**src/rtl/normalizer.sv**
```systemverilog
// Multi-cycle normalizer: shifts an operand left until its redundant leading bits
// (zeros, or copies of the sign) are gone, and reports how far it was shifted.
module normalizer #(
    parameter int unsigned WIDTH = 18,
    parameter int unsigned STEP  = 4,
    localparam int unsigned SW   = $clog2(WIDTH + 1)
) (
    input  logic             clk,
    input  logic             rst,
    input  logic             in_valid,
    output logic             in_ready,
    input  logic [WIDTH-1:0] in_data,
    input  logic             in_signed,
    output logic             out_valid,
    input  logic             out_ready,
    output logic [WIDTH-1:0] out_data,
    output logic [SW-1:0]    out_shamt,
    output logic             out_zero
);

    typedef enum logic [1:0] {
        IDLE = 2'd0,
        BUSY = 2'd1,
        DONE = 2'd2
    } state_t;

    state_t             state;
    state_t             state_nxt;
    logic               sgn;
    logic               sgn_nxt;
    logic [WIDTH-1:0]   data_nxt;
    logic [SW-1:0]      shamt_nxt;
    logic               zero_nxt;
    logic [WIDTH-1:0]   step_data;
    logic [SW-1:0]      step_shamt;

    // A shift is legal only while the top bit carries no information.
    function automatic logic redundant(input logic [WIDTH-1:0] v,
                                       input logic [SW-1:0]    s,
                                       input logic             sg);
        if (sg) begin
            return (v[WIDTH-1] == v[WIDTH-2]) && (s < SW'(WIDTH - 1));
        end
        return !v[WIDTH-1] && (s < SW'(WIDTH));
    endfunction

    // Up to STEP conditional one-bit shifts per BUSY cycle.
    always_comb begin
        step_data  = out_data;
        step_shamt = out_shamt;
        for (int unsigned i = 0; i < STEP; i++) begin
            if (redundant(step_data, step_shamt, sgn)) begin
                step_data  = step_data << 1;
                step_shamt = step_shamt + SW'(1);
            end
        end
    end

    always_comb begin
        state_nxt = state;
        sgn_nxt   = sgn;
        data_nxt  = out_data;
        shamt_nxt = out_shamt;
        zero_nxt  = out_zero;
        case (state)
            IDLE: begin
                if (in_valid) begin
                    data_nxt  = in_data;
                    shamt_nxt = '0;
                    zero_nxt  = (in_data == '0);
                    sgn_nxt   = in_signed;
                    state_nxt = BUSY;
                end
            end
            BUSY: begin
                data_nxt  = step_data;
                shamt_nxt = step_shamt;
                if (!redundant(step_data, step_shamt, sgn)) begin
                    state_nxt = DONE;
                end
            end
            DONE: begin
                if (out_ready) begin
                    state_nxt = IDLE;
                end
            end
            default: state_nxt = IDLE;
        endcase
    end

    // Handshake flags are registered from the next state so they track it exactly.
    always_ff @(posedge clk or posedge rst) begin
        if (rst) begin
            state     <= IDLE;
            sgn       <= 1'b0;
            out_data  <= '0;
            out_shamt <= '0;
            out_zero  <= 1'b0;
            in_ready  <= 1'b1;
            out_valid <= 1'b0;
        end else begin
            state     <= state_nxt;
            sgn       <= sgn_nxt;
            out_data  <= data_nxt;
            out_shamt <= shamt_nxt;
            out_zero  <= zero_nxt;
            in_ready  <= (state_nxt == IDLE);
            out_valid <= (state_nxt == DONE);
        end
    end

endmodule

```
**config.mk**
```make
export PLATFORM = sky130hd
export DESIGN_NAME = normalizer
export DESIGN_NICKNAME = d
export VERILOG_FILES = /design/src/rtl/normalizer.sv
export SDC_FILE = /design/constraint.sdc
export NUM_CORES = 1
export LEC_CHECK = 0
export CAP_MARGIN = 20
export CORE_MARGIN = 8
export CORE_UTILIZATION = 51
export DETAILED_ROUTE_END_ITERATION = 12
export GPL_TIMING_DRIVEN = 1
export PLACE_DENSITY = 0.8
export SKIP_LAST_GASP = 1
export SYNTH_ARGS = -nofsm -noshare
export SYNTH_HDL_FRONTEND = slang
export SYNTH_SLANG_ARGS = --single-unit
```
**constraint.sdc**
```tcl
create_clock -name clk -period 4.2 [get_ports clk]
set_clock_uncertainty 0.15 [all_clocks]
set_input_delay 0.63 -clock clk [delete_from_list [all_inputs] [get_ports clk]]
set_output_delay 0.63 -clock clk [all_outputs]
set_load 0.01 [all_outputs]
```
; After elaboration in Yosys (flattened, before gate mapping)
; Cells that the tools add are included.
[word_totals]
register_bits = 29
latchBits = 0
ram_bits = 0
mem_bits_ro = 0
in_bits = 23
out_inout_bits = 26
word_cells = 80
n_memories = 0
[classes]
add_sub_neg = 4
mul = 0
n_div = 0
n_lt_le_gt_ge = 10
n_eq_ne = 9
n_shift = 0
n_mux = 29
n_bitwise = 0
reduce_logical = 21
[op_table]
columns = cell, n
row1 = $mux 18, 5
row2 = $lt 5x5->1 const B, 10
row3 = $pmux 18 s2, 1
row4 = $mux 5, 5
row5 = $add 5x1->5 const B, 4
row6 = $logic_not 18->1, 1
row7 = $mux 1, 13
row8 = $logic_and 1x1->1, 10
row9 = $pmux 5 s2, 1
row10 = $mux 2, 3
row11 = $pmux 2 s3, 1
row12 = $eq 1x1->1, 5
row13 = $logic_not 1->1, 5
row14 = $eq 2x2->1 const B, 2
row15 = $logic_not 2->1, 2
row16 = $reduce_and 2->1, 2
row17 = $eq 2x1->1 const B, 1
row18 = $ne 2x2->1 const B, 1
row19 = $reduce_bool 2->1, 1

; Longest topological paths before layout
[logic_depth]
ltp_word = 28
ltp_mapped = 23

; Least setup slack after synthesis
; Ideal clock, no wire load.
[synth_timing]
kind = flip-flop to flip-flop
from = reg out_data[17]
to = reg state[0]
setup_ns = 0.120
arrival_ns = 4.286
t_required_ns = 3.930
slack_ns = -0.356
path_stages_with_launch = 20
n_path_buf = 3
synth_period_minus_slack_ns = 4.556
path_cell_list = dfrtp_1 buf_6 nor2b_4 o31ai_2 nand2_1 mux2_2 a31oi_2 or4_4 and3b_1 buf_6 nand2_4 buf_1 nand2_1 o21ai_0 ha_1 a21oi_1 a31o_2 o221a_2 o32a_2 a31o_1
[synth_between]
elab_chain_cells = 27
[synth_lines]
columns = item, line_no
row1 = from (decl), 16  ; output logic [WIDTH-1:0] out_data,
row2 = from (signal assigned), 104  ; out_data <= data_nxt;
row3 = $eq 1x1->1, 42  ; return (v[WIDTH-1] == v[WIDTH-2]) && (s < SW'(WIDTH - 1));
row4 = $logic_and 1x1->1, 42
row5 = $mux 1, 41  ; if (sg) begin
row6 = $mux 1, 44  ; return !v[WIDTH-1] && (s < SW'(WIDTH));
row7 = $mux 5 / $mux 18 (equally long branches), 52  ; if (redundant(step_data, step_shamt, sgn)) begin
row8 = $lt 5x5->1 / $eq 1x1->1 (equally long branches), 42
row9 = $logic_and 1x1->1, 42
row10 = $mux 1, 41
row11 = [12 not listed], -
row12 = $lt 5x5->1 / $eq 1x1->1 (equally long branches), 42
row13 = $logic_and 1x1->1, 42
row14 = $mux 1, 41
row15 = $mux 1 (*), 44
row16 = $mux 1 (*), 65  ; case (state)
row17 = $mux 2 (*), 78  ; if (!redundant(step_data, step_shamt, sgn)) begin
row18 = $pmux 2 s3 (*), 65
row19 = named net state_nxt[0], 28  ; state_t state_nxt;
row20 = to (signal assigned), 102  ; state <= state_nxt;
row21 = to (decl), 27  ; state_t state;
; The timed path passes the listed nets; every way through them passes the cells marked *. The select of a mux whose other input is x is not followed.
; A chain may end at the register's enable or synchronous reset.

; Worst setup path after layout
[layout_timing]
from = reg out_shamt[0]
to = reg state[0]
[layout_between]
elab_chain_cells = 27
[layout_lines]
columns = item, line_no
row1 = from (decl), 17  ; output logic [SW-1:0] out_shamt,
row2 = from (signal assigned), 105  ; out_shamt <= shamt_nxt;
row3 = $lt 5x5->1, 42
row4 = $logic_and 1x1->1, 42
row5 = $mux 1, 41
row6 = $mux 1, 44
row7 = $mux 5 / $mux 18 (equally long branches), 52
row8 = $lt 5x5->1 / $eq 1x1->1 (equally long branches), 42
row9 = $logic_and 1x1->1, 42
row10 = $mux 1, 41
row11 = [12 not listed], -
row12 = $lt 5x5->1 / $eq 1x1->1 (equally long branches), 42
row13 = $logic_and 1x1->1, 42
row14 = $mux 1, 41
row15 = $mux 1 (*), 44
row16 = $mux 1 (*), 65
row17 = $mux 2 (*), 78
row18 = $pmux 2 s3 (*), 65
row19 = named net state_nxt[0], 28
; Marks and branches as above.

==> impl_metrics.yaml <==
status:
  status: "finished, violations left"
  violations: "negative setup slack"
clocking:
  htree_levels: 2
  cts_tree: "done"
  cts_made_buffers: 5
  ctsHoldBuffers: 0
  clk_pin_slew_ns: 0.07
  cts_root_buf: "clkbuf_8"
  clk_latency_ns: 0.29
  cts_num_sinks: 29
  clock_path_buffers: 2
grt:
  grt_overflow: 0
  grt_pass1_wl_mm: 20.4
  first_global_vias: 4198
  grt_max_degree: 35
  grt_util_all_layers: 0.254
  antenna_found_initial: 0
floorplanning:
  ios: 49
  die_h_um: 98.6
  coreArea_um2: 6680
  die-area_um2: 9720
  die_w_um: 98.6
  initial_core_util: 0.521
  std_cell_rows: 30
sta:
  tightest_slew_ns: 1.03
  worst_slack_ns: -0.122
  finalHoldViolCount: 0
  rsz0062_at_grt: "yes"
  finalCriticalPeriod_ns: 4.32
  fin_crit_sh: 1.03
  fin_setup_tns_ns: -1.11
  setup_viol: 16
  final_max_slew_viol_count: 0
  slew_headroom: 0.313
  max_freq_mhz: 231
finish:
  drive_gt1_frac: 0.339
  fill_cells: 482
  n_antenna_cell: 0
  area_growth_pct: 46.3
  regArea_um2: 732
  multiInputGateArea_um2: 2760
  fin_nets: 596
route:
  drc: 0
  avgViaCountPerCell: 6.55
  dr.pass1.iters: 6
  final_antenna_net_count: 0
  first_iter_violations: 327
  wl_per_cell_um: 19.6
  vias: 4256
  wl_mm: 12.7
setup_path:
  cp.arrival_ns: 4.35
  reg2reg_from: "out_shamt[0]"
  critPathTopFamily: "compound AO/OA/AOI/OAI gates"
  path_cells: "buf_6, or4_4, o211ai_1, nand2_1, o211ai_1, a21oi_2, nor2_1, a21oi_4, ha_4, or3_1, a32o_2, a21bo_4, a31oi_4, nor2_1, o32a_2, a31o_1"
  worstPathRequired_ns: 4.23
  cpMaxStageDelayCell: "or4_4"
  r2r_cells: 16
  worstSetupPathType: "register to register"
  worstReg2RegEnd: "state[0]"
  crit_start: "out_shamt[0]"
  worstSetupPathDepth: 16
  cp_slowest_stage_delay_ns: 0.51
  cp-endpoint: "state[0]"
  cp-end-kind: "register"
  r2r_slack_ns: -0.12
  cp-start-kind: "register"
  path_max_fanout: 4
  cp.buffers_inverters: 1
yosys:
  synth_simple_gate_area_frac: 0.210
  synth_nets: 460
  synth_compound_area_frac: 0.375
  yosysSeqAreaShare: 0.209
  synth-xor-area-share: 0.0421
  synth_cell_types: 91
  synth-seq-cells: 29
  netlist_instances: 433
  yosysTopAreaCell: "dfrtp_1"
  synth_top_cells_by_count: "a21oi_1, o21ai_0, nand2_1, nor2_1, dfrtp_1"
  ys.flop_type: "dfrtp_1"
  synthTopCellsByArea: "dfrtp_1, mux2i_1, a21oi_1"
  synth_top_area_share: 0.201
  synth_area_per_cell_um2: 8.04
  synth_adder_area_share: 0.0144
  synthArstFlopShare: 1.00
  synth_edf_count: 0
  yosys_warnings: 0
  netlist_area_um2: 3480
  synth.most_common_cell: "a21oi_1"
  synth_top_family_by_area: "compound AO/OA/AOI/OAI gates"
  synth.area.mux_share: 0.0823
placement:
  gp_congestion: 0.924
  numPortBuffers: 48
  dp_hpwl_mm: 9.32
  place_ws_ns: -0.275
run:
  drv_cap: 0
min_path:
  whs_path_depth: 1
  worstHoldPathType: "register to register"
-- registers in the layout, indices dropped and copies added, names as in the netlist --
register   cells
state          2
sgn            1
out_shamt      5
out_data      18
out_valid      1
in_ready       1
out_zero       1
-- per-stage QoR --
step / util / area (µm²) / cells / hold WS, ns
global placement: 0.698 / 4660 / 628 / 0.340
CTS: 0.743 / 4970 / 645 / 0.379
global route: 0.762 / 5090 / 650 / 0.417
finish: 0.762 / 5090 / 650 / 0.375
detailed placement: 0.698 / 4660 / 628 / 0.362
floorplan: - / 3560 / 433 / 0.396
-- cells by family (layout without fill, tap and decap cells) --
kind of cell / count (synthesis) / count (layout)
AOI/OAI and AO/OA: 181 / 181
xor gates and xnor gates: 13 / 13
adders and majority gates: 4 / 4
buffers and inverters: 43 / 180
DFF: 29 / 29
muxes: 28 / 28
and+or+nand+nor: 135 / 135
-- cells in the final DEF (no fill, tap or decap), drive strengths merged, types with 6 or more instances in the layout --
master         instances
nor3                   6
dfrtp                 28
clkdlybuf4s50         48
mux2i                 23
clkbuf                 6
and2                   7
o211ai                 8
o22a                  10
nor4                   6
xnor2                  8
or3                    6
nand2                 34
o22ai                  7
buf                  109
nand3                 11
nor2                  34
a21oi                 39
and3                  10
o21ai                 40
inv                   15
a31oi                 11
a21boi                 6
-- worst min-delay path by stage --
stage,from,endpoint,slack [ns]
2_1_floorplan,state[1],out_data[16],0.40
3_3_place_gp,out_zero,out_zero,0.34
3_5_place_dp,out_zero,out_zero,0.36
4_1_cts,out_zero,out_zero,0.38
5_1_grt,out_zero,out_zero,0.42
6_report,out_zero,out_zero,0.37
-- area by class of cell --
cell class	count	area share
clock buffer	6	0.0162
clock inverter	2	0.00270
inverter	15	0.0111
multi-input combinational	361	0.542
sequential	29	0.144
tap	80	0.0197
timing repair buffer	157	0.265
-- what timing repair did --
action,CTS,global route
buffers inserted,9,4
resized for setup,34,25
setup endpoints to repair,18,22
pin swaps,15,17
-- metal layers --
| metal | part of all wire | up-vias | track usage |
|---|---|---|---|
| met3 | 0.080 | 60 | 0.0416 |
| met1 | 0.39 | 2002 | 0.288 |
| li1 | - | 1944 | - |
| met4 | 0.044 | 0 | 0.131 |
| met5 | 0 | - | 0 |
| met2 | 0.49 | 250 | 0.447 |
Power is not shown: default switching activity piles up to over one toggle a cycle in this logic, so the estimate is an artifact.
